$ cat src/rtl/trng_key_reader.sv
// TRNG consumer: enables the source, acknowledges and screens each key,
// buffers accepted keys in a FIFO and parks in FAULT on source failures.
module trng_key_reader #(
    parameter int N_BITS_KEY     = 32,
    parameter int FIFO_DEPTH     = 4,
    parameter int TIMEOUT_CYCLES = 4096,
    parameter int REJECT_LIMIT   = 3
) (
    input  logic                            clk,
    input  logic                            rst,
    input  logic                            start_i,
    input  logic                            clear_err_i,
    input  logic                            trng_key_ready_i,
    input  logic [N_BITS_KEY-1:0]           trng_key_i,
    input  logic                            trng_intr_i,
    output logic                            trng_enable_o,
    output logic                            trng_ack_read_o,
    output logic                            rd_valid_o,
    output logic [N_BITS_KEY-1:0]           rd_data_o,
    input  logic                            rd_ready_i,
    output logic [$clog2(FIFO_DEPTH):0]     fifo_level_o,
    output logic [1:0]                      err_code_o,
    output logic                            fault_o
);

    localparam int PW = $clog2(FIFO_DEPTH);
    localparam int LW = PW + 1;
    localparam int TW = $clog2(TIMEOUT_CYCLES);
    localparam int RW = $clog2(REJECT_LIMIT + 1);

    typedef enum logic [2:0] {
        IDLE,
        WAIT_KEY,
        ACK,
        RELEASE,
        FAULT
    } state_t;

    state_t                state_q, state_d;
    logic [TW-1:0]         tmo_q;
    logic [RW-1:0]         rej_q, rej_d;
    logic [1:0]            err_q, err_d;
    logic [N_BITS_KEY-1:0] cap_q, last_q;
    logic [N_BITS_KEY-1:0] mem_q [FIFO_DEPTH];
    logic [PW-1:0]         wr_q, rd_q;
    logic [LW-1:0]         lvl_q;
    logic                  full, accept, push, pop, tmo_hit, clr;

    assign full    = (lvl_q == LW'(FIFO_DEPTH));
    assign accept  = (cap_q != '0) && (cap_q != last_q);
    assign push    = (state_q == ACK) && accept;
    assign pop     = rd_ready_i && (lvl_q != '0);
    assign tmo_hit = (tmo_q == TW'(TIMEOUT_CYCLES - 1));

    always_comb begin
        state_d = state_q;
        err_d   = err_q;
        rej_d   = rej_q;
        clr     = 1'b0;
        unique case (state_q)
            IDLE: begin
                if (start_i && !full) state_d = WAIT_KEY;
            end
            WAIT_KEY: begin
                if (trng_key_ready_i) begin
                    state_d = ACK;
                end else if (tmo_hit) begin
                    state_d = FAULT;
                    err_d   = 2'b10;
                end else if (!start_i) begin
                    state_d = IDLE;
                end
            end
            ACK: begin
                state_d = RELEASE;
                if (accept) begin
                    rej_d = '0;
                end else begin
                    rej_d = rej_q + RW'(1);
                    if (rej_d == RW'(REJECT_LIMIT)) begin
                        state_d = FAULT;
                        err_d   = 2'b11;
                    end
                end
            end
            RELEASE: begin
                // a ready level left over from the last key must drop first
                if (!trng_key_ready_i)
                    state_d = (start_i && !full) ? WAIT_KEY : IDLE;
            end
            FAULT: begin
                if (clear_err_i) begin
                    state_d = IDLE;
                    err_d   = 2'b00;
                    rej_d   = '0;
                    clr     = 1'b1;
                end
            end
            default: state_d = IDLE;
        endcase
        // interrupt outranks every other cause, including a clear
        if (trng_intr_i && (state_q != FAULT || clear_err_i)) begin
            state_d = FAULT;
            err_d   = 2'b01;
        end
    end

    always_ff @(posedge clk) begin
        if (rst) begin
            state_q <= IDLE;
            tmo_q   <= '0;
            rej_q   <= '0;
            err_q   <= '0;
            cap_q   <= '0;
            last_q  <= '0;
            wr_q    <= '0;
            rd_q    <= '0;
            lvl_q   <= '0;
            for (int i = 0; i < FIFO_DEPTH; i++) mem_q[i] <= '0;
        end else begin
            state_q <= state_d;
            err_q   <= err_d;
            rej_q   <= rej_d;
            tmo_q   <= (state_q == WAIT_KEY) ? tmo_q + TW'(1) : '0;
            if (state_q == WAIT_KEY && trng_key_ready_i) cap_q <= trng_key_i;
            if (clr)       last_q <= '0;
            else if (push) last_q <= cap_q;
            if (push) begin
                mem_q[wr_q] <= cap_q;
                wr_q        <= wr_q + PW'(1);
            end
            if (pop) rd_q <= rd_q + PW'(1);
            if (push && !pop)      lvl_q <= lvl_q + LW'(1);
            else if (!push && pop) lvl_q <= lvl_q - LW'(1);
        end
    end

    assign trng_enable_o   = (state_q == WAIT_KEY) || (state_q == ACK) ||
                             (state_q == RELEASE);
    assign trng_ack_read_o = (state_q == ACK);
    assign rd_valid_o      = (lvl_q != '0);
    assign rd_data_o       = mem_q[rd_q];
    assign fifo_level_o    = lvl_q;
    assign err_code_o      = err_q;
    assign fault_o         = (state_q == FAULT);

endmodule
$ cat config.mk
export PLATFORM = sky130hd
export DESIGN_NAME = trng_key_reader
export DESIGN_NICKNAME = d
export VERILOG_FILES = /design/src/rtl/trng_key_reader.sv
export SDC_FILE = /design/constraint.sdc
export NUM_CORES = 1
export LEC_CHECK = 0
export CORE_UTILIZATION = 54
export CTS_BUF_LIST = sky130_fd_sc_hd__clkbuf_8
export CTS_CLUSTER_SIZE = 28
export DETAILED_ROUTE_END_ITERATION = 16
export PLACE_DENSITY = 0.89
export SLEW_MARGIN = 40
export SYNTH_ARGS = -nofsm -noshare
export SYNTH_HDL_FRONTEND = slang
export SYNTH_SLANG_ARGS = --single-unit
$ cat constraint.sdc
create_clock -name clk -period 4.43 [get_ports clk]
set_input_delay 1.1075 -clock clk [delete_from_list [all_inputs] [get_ports clk]]
set_output_delay 1.1075 -clock clk [all_outputs]
set_load 0.005 [all_outputs]
# Word level (Yosys, flattened, before mapping)
# Memory sizes are Yosys's and may differ from the RTL's. A register that Yosys moved wholly into a read port is not among the register bits.
# Cells that the tools add are included.
[totals]
output_inout_bits = 41
input_bits = 39
regBits = 90
elab_cells = 108
mem_bits_rw = 128
n_memories = 1
[op_classes]
addsub = 6
n_eq_ne = 25
reduce_logical = 30
bitwise_logic = 1
mux = 34
[memory_table]
columns = ["memory", "words", "word_bits", "rd", "rd_clocked_by_memory_dff", "write_ports", "line", "rtl"]
rows = [
  ["mem_q", 4, 32, 1, 1, 4, "44", "logic [N_BITS_KEY-1:0] mem_q [FIFO_DEPTH];"],
]
[op_table]
columns = ["cell", "count"]
rows = [
  ["$mux W3", 11],
  ["$mux W32", 1],
  ["$ne A32 B32 Y1", 1],
  ["$reduce_bool A32 Y1", 1],
  ["$reduce_or A32 Y1", 1],
  ["$mux W2", 9],
  ["$ne A3 B3 Y1 const B", 5],
  ["$pmux W3 S5", 1],
  ["$add A12 B1 Y12 const B", 1],
  ["$eq A12 B12 Y1 const B", 1],
  ["$ne A2 B2 Y1 const B", 6],
  ["$reduce_and A6 Y1", 2],
  ["$mux W1", 10],
  ["$logic_and A1 B1 Y1", 8],
  ["$reduce_and A4 Y1", 2],
  ["$add A2 B1 Y2 const B", 3],
  ["$eq A3 B2 Y1 const B", 2],
  ["$eq A3 B3 Y1 const B", 2],
  ["$ne A3 B2 Y1 const B", 2],
  ["$pmux W2 S3", 1],
  ["$reduce_bool A3 Y1", 2],
  ["$reduce_or A2 Y1", 3],
  ["$ne A5 B5 Y1 const B", 1],
  ["$ne A4 B4 Y1 const B", 1],
  ["other kinds (14)", 19],
]

# Longest topological paths before layout
# Gate-level depths: netlist of run 1.
[depth]
depth_word = 8
ltp_mapped = 14

# Least setup slack after synthesis of run 1
# OpenSTA, ideal clock, no wires.
[synth_path]
kind = "register -> register"
from = "register state_q[2]"
to = "memory mem_q[0][0] (enable)"
t_required_ns = 3.960
stages_incl_launch_ff = 9
path_slack_ns = 0.000
arrival_ns = 3.960
period_less_slack_ns = 4.430
n_path_buf = 3
setup_time_ns = 0.470
cell_sequence = "dfxtp_1 > buf_2 > or3b_4 > inv_1 > o21a_1 > buf_2 > o21ai_4 > buf_2 > o31ai_1"
[synth_rtl]
columns = ["element", "line", "rtl"]
rows = [
  ["start: declaration", "39", "state_t state_q, state_d;"],
  ["start signal: assignment", "121", "state_q <= state_d;"],
  ["end: declaration", "44", ""],
]

==> results.txt, run 1 <==
----------------------------------------------------
[Route]
  Routed wirelength normalized by instance count ... 20.6 µm
  Number of vias per cell after detailed routing ... 6.22
  Initial DRC Count ... 954
  Length of the first detailed-routing pass in iterations ... 5
  Amount of wire on met3 after detailed routing ... 2.89 mm
  Via Count ... 7,481
  DRT Wirelength ... 24.8 mm
  Top routing layer in use ... met4
  Number of nets with antenna violations after routing ... 0
  DRC violations left ... 0
  Met1 wire length ... 10.0 mm
  Met2 WL post-DR ... 11.1 mm

[Synth]
  Netlist area before placement ... 9800 µm²
  Post-synthesis net count ... 926
  Seq cells post-synth ... 220
  Top_reg_cell synth ... edfxtp_1
  Post-Syn Instances ... 883
  Library cell occupying the most area in the post-synthesis netlist ... edfxtp_1
  Proportion of netlist area held by the largest area contributor ... 0.392
  Share of the yosys chip area belonging to registers ... 0.580
  Yosys synthesis warning count ... 0
  Leading cell type by number of instances after synthesis ... edfxtp_1
  Count of flip-flops with a built-in enable after synthesis ... 128
  Number of distinct standard cells referenced by the synthesized netlist ... 54
  Mean post-synth cell area ... 11.1 µm²
  Synth cell count leaders ... 128 x edfxtp_1, 127 x nand2_1, 92 x dfxtp_1, 56 x nor2_1, 48 x clkbuf_1
  Asr flop ratio synth ... 0
  Dominant cells by area after synthesis ... edfxtp_1 39%, dfxtp_1 19%, mux4_2 7.4%

[Floorplan]
  Cell row count ... 48
  Vertical extent of the die ... 137 µm
  Effective utilization at floorplan ... 0.559
  Die outline width ... 137 µm
  Die outline area ... 18,700 µm²
  Area inside the core boundary ... 17,500 µm²
  I/O pin count ... 80

[Setup path]
  Kind of launch point of the worst setup path ... flop
  CP arrival ... 2.41 ns
  Worst setup slack for register-to-register paths ... 1.15 ns
  Critical path data required time ... 3.32 ns
  Biggest fanout along the worst timing path ... 17
  FF-to-FF Start ... cap_q[22]
  Cells on worst reg2reg path ... 8
  Kind of capture point of the worst setup path ... output port
  Type of the setup path with the least slack ... flop to output port
  Worst reg2reg endpoint ... mem_q[2][31]

[Run status]
  Outcome ... finished clean

[Cells and area]
  Fraction of layout instances using a drive strength above 1 ... 0.121
  Final Net Count ... 994
  Multi-input gate area in the final layout ... 3720 µm²
  FILL cells ... 1,333
  Area growth from synthesis to layout ... 17.2%
  Antenna diode count ... 0
  Total area of sequential cells ... 5690 µm²

[Global routing]
  Vias in the first global route ... 7,199
  Number of antenna violations at the first check in global routing ... 0
  Remaining Overflow, GRT ... 0
  Global-route wire length before repair ... 38.5 mm
  Maximum number of pins on one net before global-route repair ... 48
  Total GRT Usage ... 0.272

[Timing]
  Final Cycle Share ... 0.794
  Time the final worst path needs with I/O delays and setup ... 3.52 ns
  Setup repair after global routing missed its margin ... no
  Final Max Slew Viols ... 0
  Final setup violation count ... 0
  Final number of hold-violating endpoints ... 0
  Measured slew at the worst slew-check pin ... 0.847 ns
  Total negative slack ... 0 ns
  Worst hold slack ... 0.440 ns
  Clock skew after layout ... 0.0302 ns
  Fmax ... 0.284 GHz
  Headroom to the max-slew limit ... 0.435

[Clock tree]
  Maximum clock path buffer count ... 3
  Clock net sink count ... 220
  Number of gates given a new drive strength after cts ... 0
  TritonCTS Buffers ... 36
  Root buffer selected by CTS ... clkbuf_8
  TritonCTS clock tree ... done
  Clk pin slew, worst setup/hold paths ... 0.06 ns
  Clock Latency Late Sink ... 0.54 ns
  Total of hold buffers inserted after clock tree synthesis ... 0
  H-tree level count ... 2
  Setup Fix Bufs, Post-CTS ... 0

[Power and ir drop]
  Maximum vdd ir drop ... 306 µV
  Standby leakage power ... 0.00430 µW
  Power per cell area ... 397 nW/µm²

[Min path]
  Path class of the lowest-slack min-delay path ... flop to flop
  Start point of the worst min-delay path ... tmo_q[0]
  Endpoint, Worst Hold ... tmo_q[0]
  Hold path depth ... 1

[Placement]
  Sum of net half-perimeters after detailed placement ... 16.4 mm
  Port buffer count ... 79
  RePlAce Congestion ... 0.881

[Flow run]
  Maxcap violations ... 0

----------------------------------------------------
==> worst max-delay path by stage <==
stage / from / end / depth (start not counted)
final: flop / rd_data_o[19] / 3
after global routing: flop / rd_data_o[9] / 3
after CTS: flop / rd_data_o[1] / 3
after detailed placement: state_q[1] / mem_q[2][23] / 7
after global placement: state_q[1] / mem_q[2][27] / 7
after floorplan: state_q[2] / mem_q[0][0] / 8
==> cell families (layout without fill, tap and decap cells) <==
logic type / Yosys count / in the layout / synth area share
AO/OA/AOI/OAI: 127 / 127 / 0.0839
adder cells (fa/ha/maj): 4 / 4 / 0.00587
buffers and inverters: 113 / 208 / 0.0454
XOR/XNOR: 46 / 46 / 0.0411
multiplexers: 34 / 34 / 0.0756
AND/OR/NAND/NOR: 339 / 339 / 0.168
flip-flops: 220 / 220 / 0.580
==> cell usage in the layout, fill, tap and decap left out, types with 34 or more instances in the layout <==
cell type / count
clkbuf_8: 42
nor2_1: 55
nand2_1: 126
nand3_1: 43
clkdlybuf4s50_1: 78
inv_1: 54
nor3_1: 39
xor2_1: 45
a21oi_1: 34
dfxtp_1: 91
edfxtp_1: 128
==> report_power, final <==
group          total (µW)  internal, µW  leakage (µW)  switching [µW]
clock network        1660           866      0.000396             798
logic                 607           311       0.00184             295
registers            2280          2220       0.00206            61.0
==> worst max-delay path, stage by stage, from the launching register on <==
cell             delay [ns]
dfxtp_2                0.49
buf_4                  0.37
mux4_2                 0.54
clkdlybuf4s50_1        0.46
==> stage by stage <==
step	power [µW]	instance area (µm²)	std cells	utilization	setup WS (ns)
floorplan	2650	9800	883	-	0.000290
global placement	2910	10800	1137	0.615	1.40
detailed placement	2930	10800	1138	0.616	1.26
CTS	4560	11500	1203	0.655	0.869
global route	4710	11500	1203	0.655	0.768
finish	4560	11500	1203	0.655	0.912
==> layout make-up <==
type,instances,share of cell area
sequential,220,0.495
inverter,42,0.0137
timing repair buffer,101,0.0835
clock inverter,23,0.00872
multi-input combinational,550,0.324
tap,225,0.0245
clock buffer,42,0.0503
==> sequential cells by signal (all words and copies together) (netlist names), named ones only <==
name / flops
rej_q: 2
tmo_q: 12
cap_q: 32
fifo_level_o: 3
rd_q: 2
wr_q: 2
state_q: 3
last_q: 32
mem_q: 128
err_code_o: 2
==> metal layers <==
layer,global-route usage,up-vias
li1,-,3371
met1,0.384,3517
met2,0.409,521
met3,0.0578,72
met4,0.108,0
met5,0,-
Power figures use the tool's default switching activity.
==> run 2: changes to the inputs <==
==> constraint.sdc (replaced) <==
create_clock -name clk -period 3.1 [get_ports clk]
set_input_delay 0.775 -clock clk [delete_from_list [all_inputs] [get_ports clk]]
set_output_delay 0.775 -clock clk [all_outputs]
set_load 0.005 [all_outputs]
==> results.txt, run 2 (synthesis gave the netlist of run 1 again) <==
----------------------------------------------------
[Global routing]
  Vias in the first global route ... 7,473 (was 7,199)
  Number of antenna violations at the first check in global routing ... 0 (unchanged)
  Global-route wire length before repair ... 38.9 mm (was 38.5 mm)
  Remaining Overflow, GRT ... 0 (unchanged)
  Total GRT Usage ... 0.274 (was 0.272)
  Maximum number of pins on one net before global-route repair ... 90 (was 48)

[Timing]
  Setup repair after global routing missed its margin ... no (unchanged)
  Final Cycle Share ... 0.973
  Final setup violation count ... 0 (unchanged)
  Time the final worst path needs with I/O delays and setup ... 3.02 ns
  Headroom to the max-slew limit ... 0.473 (was 0.435)
  Measured slew at the worst slew-check pin ... 0.783 ns (was 0.847 ns)
  Final number of hold-violating endpoints ... 0 (unchanged)
  Final worst-path setup slack ... 0.0835 ns (was 0.912 ns)
  Final Max Slew Viols ... 0 (unchanged)
  Fmax ... 0.332 GHz
  Total negative slack ... 0 ns (unchanged)
  Clock skew after layout ... 0.0216 ns (was 0.0302 ns)

[Flow run]
  Maxcap violations ... 0 (unchanged)

[Power and ir drop]
  Part of the total power dissipated in the clock network ... 0.369 (was 0.365)
  Power per cell area ... 567 nW/µm² (was 397 nW/µm²)
  Seq pwr share ... 0.491 (was 0.502)
  Power Internal ... 4960 µW (was 3400 µW)
  Switching power ... 1660 µW (was 1150 µW)
  Standby leakage power ... 0.00440 µW (was 0.00430 µW)
  Switching share of power ... 0.251 (was 0.253)
  Maximum vdd ir drop ... 419 µV (was 306 µV)
  Part of the power in combinational logic ... 0.141 (was 0.133)

[Cells and area]
  Register with the highest flop count ... mem_q (unchanged)
  Fraction of layout instances using a drive strength above 1 ... 0.137 (was 0.121)
  Fin util ... 0.666 (was 0.655)
  Largest regs ... mem_q (128), cap_q (32), last_q (32) (unchanged)
  Final Net Count ... 1,011 (was 994)
  Post-route cell area ... 11,700 µm² (was 11,500 µm²)
  Commonest cells after routing, fill and taps aside ... 128 x edfxtp_1, 127 x nand2_1, 91 x dfxtp_1 (was 128 x edfxtp_1, 126 x nand2_1, 91 x dfxtp_1)
  Flip-flop count of the largest register after layout ... 128 (unchanged)
  FILL cells ... 1,256 (was 1,333)
  Antenna diode count ... 0 (unchanged)
  Leading cell type in the layout, fill and taps excluded ... edfxtp_1 (unchanged)
  Final cell count without fillers ... 1,218 (was 1,203)
  Multi-input gate area in the final layout ... 3720 µm² (about the same)
  Area growth from synthesis to layout ... 19.1% (was 17.2%)
  Total area of sequential cells ... 5690 µm² (unchanged)

[Floorplan]
  Vertical extent of the die ... 137 µm (unchanged)
  Effective utilization at floorplan ... 0.559 (unchanged)
  Die outline width ... 137 µm (unchanged)
  I/O pin count ... 80 (unchanged)
  Area inside the core boundary ... 17,500 µm² (unchanged)
  Die outline area ... 18,700 µm² (unchanged)
  Cell row count ... 48 (unchanged)

[Setup path]
  CP arrival ... 2.24 ns (was 2.41 ns)
  FF-to-FF Start ... cap_q[26] (was cap_q[22])
  Worst reg2reg endpoint ... fifo_level_o[2] (was mem_q[2][31])
  Biggest fanout along the worst timing path ... 16 (was 17)
  Cells on worst reg2reg path ... 11 (was 8)
  Kind of launch point of the worst setup path ... flop (unchanged)
  Worst setup slack for register-to-register paths ... 0.35 ns (was 1.15 ns)
  Kind of capture point of the worst setup path ... output port (unchanged)
  Type of the setup path with the least slack ... flop to output port (unchanged)
  Critical path data required time ... 2.32 ns (was 3.32 ns)

[Clock tree]
  Clock Latency Late Sink ... 0.53 ns (was 0.54 ns)
  Root buffer selected by CTS ... clkbuf_8 (unchanged)
  Maximum clock path buffer count ... 3 (unchanged)
  Clock net sink count ... 220 (unchanged)
  Clk pin slew, worst setup/hold paths ... 0.06 ns (about the same)
  H-tree level count ... 2 (unchanged)
  TritonCTS clock tree ... done (unchanged)
  Total of hold buffers inserted after clock tree synthesis ... 0 (unchanged)
  TritonCTS Buffers ... 36 (unchanged)

[Placement]
  Instance area after placement ... 10,900 µm² (was 10,800 µm²)
  Sum of net half-perimeters after detailed placement ... 15.8 mm (was 16.4 mm)
  DP Cell Count ... 1,154 (was 1,138)
  Port buffer count ... 79 (unchanged)
  Pre-CTS setup slack ... 0.252 ns (was 1.26 ns)
  RePlAce Congestion ... 0.885 (was 0.881)

[Route]
  Amount of wire on met3 after detailed routing ... 2.97 mm (was 2.89 mm)
  Number of vias per cell after detailed routing ... 6.25 (was 6.22)
  Initial DRC Count ... 980 (was 954)
  DRT Wirelength ... 25.0 mm (was 24.8 mm)
  Met2 WL post-DR ... 11.5 mm (was 11.1 mm)
  DRC violations left ... 0 (unchanged)
  Top routing layer in use ... met4 (unchanged)
  Met1 wire length ... 9.57 mm (was 10.0 mm)
  Number of nets with antenna violations after routing ... 0 (unchanged)
  Routed wirelength normalized by instance count ... 20.5 µm (was 20.6 µm)
  Via Count ... 7,615 (was 7,481)
  Length of the first detailed-routing pass in iterations ... 5 (unchanged)

[Min path]
  Start point of the worst min-delay path ... tmo_q[0] (unchanged)
  Path class of the lowest-slack min-delay path ... flop to flop (unchanged)
  Endpoint, Worst Hold ... tmo_q[0] (unchanged)
  Hold path depth ... 1 (unchanged)

[Run status]
  Outcome ... finished clean (unchanged)

----------------------------------------------------
## run 2: layer usage
metal | vias up | global-route usage
met5 | - | 0
met4 | 0 | 0.127
met3 | 76 | 0.0807
met2 | 515 | 0.420
met1 | 3614 | 0.360
li1 | 3410 | -
## run 2: how the worst max path moves through the flow
| stage | from | slack (ns) | endpoint | depth (start not counted) |
|---|---|---|---|---|
| 6_report | flop | 0.08 | rd_data_o[28] | 3 |
| 5_1_grt | flop | 0.04 | rd_data_o[28] | 3 |
| 3_3_place_gp | rst | 0.36 | mem_q[2][2] | 5 |
| 2_1_floorplan | state_q[2] | -0.33 | mem_q[0][0] | 8 |
| 3_5_place_dp | rst | 0.25 | mem_q[2][23] | 5 |
| 4_1_cts | flop | 0.05 | rd_data_o[28] | 3 |
## run 2: final cells by class
| cell class | count | share of cell area |
|---|---|---|
| timing repair buffer | 118 | 0.0965 |
| tap | 225 | 0.0241 |
| sequential | 220 | 0.487 |
| clock buffer | 45 | 0.0531 |
| inverter | 42 | 0.0135 |
| multi-input combinational | 550 | 0.319 |
| clock inverter | 18 | 0.00697 |
## run 2: worst max-delay path: stages, from the launching register on
cell             delay [ns]
dfxtp_2                0.41
buf_12                 0.21
mux4_2                 0.59
clkdlybuf4s50_1        0.47
## run 2: metrics by stage
| stage | hold WS, ns | power (µW) |
|---|---|---|
| final | 0.439 | 6620 |
| after global routing | 0.463 | 6850 |
| after CTS | 0.447 | 6620 |
| after detailed placement | 0.440 | 4210 |
| after global placement | 0.423 | 4190 |
| after floorplan | 0.413 | 3780 |
## run 2: power by group through the flow
| stage | Clock [µW] | Combinational (µW) | Sequential (µW) |
|---|---|---|---|
| 4_1_cts | 2460 | 913 | 3240 |
| 3_3_place_gp | 0 | 896 | 3300 |
| 2_1_floorplan | 0 | 501 | 3280 |
| 3_5_place_dp | 0 | 905 | 3300 |
| 5_1_grt | 2590 | 1000 | 3260 |
| 6_report | 2440 | 930 | 3250 |
## run 2: what timing repair did
item                                    CTS  global route
endpoints found under the hold margin     0             0
setup buffers                             0             0
endpoints found under the setup margin    0             1
resized for setup                         0             0
==> run 3: changes to the inputs <==
--- a/config.mk
+++ b/config.mk
@@ -10,6 +10,7 @@
 export CTS_CLUSTER_SIZE = 28
 export DETAILED_ROUTE_END_ITERATION = 16
 export PLACE_DENSITY = 0.89
+export REMOVE_ABC_BUFFERS = 1
 export SLEW_MARGIN = 40
 export SYNTH_ARGS = -nofsm -noshare
 export SYNTH_HDL_FRONTEND = slang
==> results.txt, run 3 (synthesis gave the netlist of run 1 again) <==
----------------------------------------------------
[Clock tree]
  Setup Fix Bufs, Post-CTS ... 0 (unchanged)
  TritonCTS clock tree ... done (unchanged)
  H-tree level count ... 2 (unchanged)
  Total of hold buffers inserted after clock tree synthesis ... 0 (unchanged)
  Maximum clock path buffer count ... 3 (unchanged)
  Clock net sink count ... 220 (unchanged)
  Number of gates given a new drive strength after cts ... 0 (unchanged)
  TritonCTS Buffers ... 36 (unchanged)
  Clk pin slew, worst setup/hold paths ... 0.06 ns (about the same)
  Root buffer selected by CTS ... clkbuf_8 (unchanged)
  Clock Latency Late Sink ... 0.54 ns (was 0.53 ns)

[Floorplan]
  Die outline area ... 18,700 µm² (unchanged)
  Die outline width ... 137 µm (unchanged)
  Area inside the core boundary ... 17,500 µm² (unchanged)
  Cell row count ... 48 (unchanged)
  Vertical extent of the die ... 137 µm (unchanged)
  Effective utilization at floorplan ... 0.559 (unchanged)
  I/O pin count ... 80 (unchanged)

[Timing]
  Measured slew at the worst slew-check pin ... 0.696 ns (was 0.783 ns)
  Final Max Slew Viols ... 0 (unchanged)
  Time the final worst path needs with I/O delays and setup ... 2.98 ns (was 3.02 ns)
  Final Cycle Share ... 0.961 (was 0.973)
  Total negative slack ... 0 ns (unchanged)
  Final setup violation count ... 0 (unchanged)
  Fmax ... 0.336 GHz (was 0.332 GHz)
  Headroom to the max-slew limit ... 0.536 (was 0.473)
  Setup repair after global routing missed its margin ... no (unchanged)
  Clock skew after layout ... 0.0360 ns (was 0.0216 ns)
  Final number of hold-violating endpoints ... 0 (unchanged)

[Route]
  DRT Wirelength ... 25.7 mm (was 25.0 mm)
  DRC violations left ... 0 (unchanged)
  Via Count ... 7,722 (was 7,615)
  Number of vias per cell after detailed routing ... 6.31 (was 6.25)
  Length of the first detailed-routing pass in iterations ... 5 (unchanged)
  Routed wirelength normalized by instance count ... 21.0 µm (was 20.5 µm)
  Number of nets with antenna violations after routing ... 0 (unchanged)
  Initial DRC Count ... 931 (was 980)

[Setup path]
  Kind of launch point of the worst setup path ... flop (unchanged)
  Library cell contributing the largest single delay on the critical path ... mux4_2 (unchanged)
  Type of the setup path with the least slack ... flop to output port (unchanged)
  Critical path data required time ... 2.32 ns (about the same)
  Crit path max-delay family ... buffers and inverters (unchanged)
  Peak per-stage delay on the critical path ... 0.60 ns (was 0.59 ns)
  Total buffers and inverters traversed by the critical path ... 2 (unchanged)
  Critical Path, Cell by Cell ... buf_12 > mux4_2 > clkdlybuf4s50_1 (unchanged)
  Biggest fanout along the worst timing path ... 32 (was 16)
  Kind of capture point of the worst setup path ... output port (unchanged)
  CP arrival ... 2.20 ns (was 2.24 ns)

[Cells and area]
  Register with the highest flop count ... mem_q (unchanged)
  Post-route cell area ... 11,700 µm² (about the same)
  Leading cell type in the layout, fill and taps excluded ... edfxtp_1 (unchanged)
  Final Net Count ... 1,014 (was 1,011)
  Largest regs ... mem_q (128), cap_q (32), last_q (32) (unchanged)
  Flip-flop count of the largest register after layout ... 128 (unchanged)
  Commonest cells after routing, fill and taps aside ... 128 x edfxtp_1, 127 x nand2_1, 91 x dfxtp_1 (unchanged)
  Area growth from synthesis to layout ... 19.8% (was 19.1%)
  Fraction of layout instances using a drive strength above 1 ... 0.142 (was 0.137)
  Antenna diode count ... 0 (unchanged)

[Global routing]
  Remaining Overflow, GRT ... 0 (unchanged)
  Met1 track utilization from global routing ... 0.362 (was 0.360)
  Maximum number of pins on one net before global-route repair ... 90 (unchanged)
  Met2 layer usage reported by global route ... 0.474 (was 0.420)
  Global-route wire length before repair ... 40.6 mm (was 38.9 mm)
  Vias in the first global route ... 7,768 (was 7,473)
  Global-route track usage on met3 ... 0.0581 (was 0.0807)
  Total GRT Usage ... 0.289 (was 0.274)
  Most utilized layer in the global route result ... met2 (unchanged)
  Number of antenna violations at the first check in global routing ... 0 (unchanged)

[Placement]
  Port buffer count ... 79 (unchanged)
  RePlAce Congestion ... 0.843 (was 0.885)
  Instance area after placement ... 11,000 µm² (was 10,900 µm²)
  Sum of net half-perimeters after detailed placement ... 15.9 mm (was 15.8 mm)

[Run status]
  Outcome ... finished clean (unchanged)

[Power and ir drop]
  Power Internal ... 5030 µW (was 4960 µW)
  Part of the power in combinational logic ... 0.142 (was 0.141)
  Part of the total power dissipated in the clock network ... 0.378 (was 0.369)
  Seq pwr share ... 0.480 (was 0.491)
  Power per cell area ... 575 nW/µm² (was 567 nW/µm²)
  Maximum vdd ir drop ... 441 µV (was 419 µV)
  Standby leakage power ... 0.00443 µW (was 0.00440 µW)
  Overall power ... 6750 µW (was 6620 µW)
  Switching share of power ... 0.255 (was 0.251)
  Switching power ... 1720 µW (was 1660 µW)

[Flow run]
  Maxcap violations ... 0 (unchanged)

[Min path]
  Path class of the lowest-slack min-delay path ... flop to flop (unchanged)

----------------------------------------------------
run 3: cell count changes in the layout (fill, tap and decap cells not counted), sizes merged:
cell,previous run,this run
clkinv,6,8
clkbuf,46,48
inv,52,49
buf,38,43
clkdlybuf4s50,79,78
clkinvlp,2,3
run 3: final cells by class:
type | count | area [µm²]
clock buffer | 48 | 661
clock inverter | 18 | 82.6
fill | 1242 | 5800
inverter | 42 | 158
multi-input combinational | 550 | 3720
sequential | 220 | 5690
tap | 225 | 282
timing repair buffer | 121 | 1150
run 3: metal layers:
metal	routed length, µm	vias up	part of all wire
met5	0	-	0
met2	12400	533	0.48
met4	930	0	0.036
met1	9480	3674	0.37
li1	-	3420	-
met3	2870	95	0.11
run 3: path summary, 6_finish.rpt:
kind | depth (start not counted) | start | endpoint | slack (ns)
worst min register to register | 1 | tmo_q[0] | tmo_q[0] | 0.43
worst max register to register | 11 | cap_q[1] | fifo_level_o[2] | 0.16
worst max-delay path | 3 | flop | rd_data_o[13] | 0.12
worst min-delay path | 1 | tmo_q[0] | tmo_q[0] | 0.43
run 3: per-stage QoR:
step                hold WS (ns)   util  std cells  setup slack (ns)
finish                     0.434  0.670       1224             0.121
global route               0.480  0.670       1224            0.0376
CTS                        0.441  0.670       1224            0.0908
detailed placement         0.432  0.627       1158             0.204
global placement           0.424  0.626       1156             0.343
floorplan                  0.413      -        812             -2.27
run 3: power groups by stage:
| stage | Sequential, µW | Combinational [µW] | Clock, µW |
|---|---|---|---|
| finish | 3240 | 957 | 2550 |
| detailed placement | 3300 | 942 | 0 |
| CTS | 3240 | 947 | 2570 |
| floorplan | 3330 | 422 | 0 |
| global route | 3250 | 1020 | 2690 |
| global placement | 3290 | 919 | 0 |
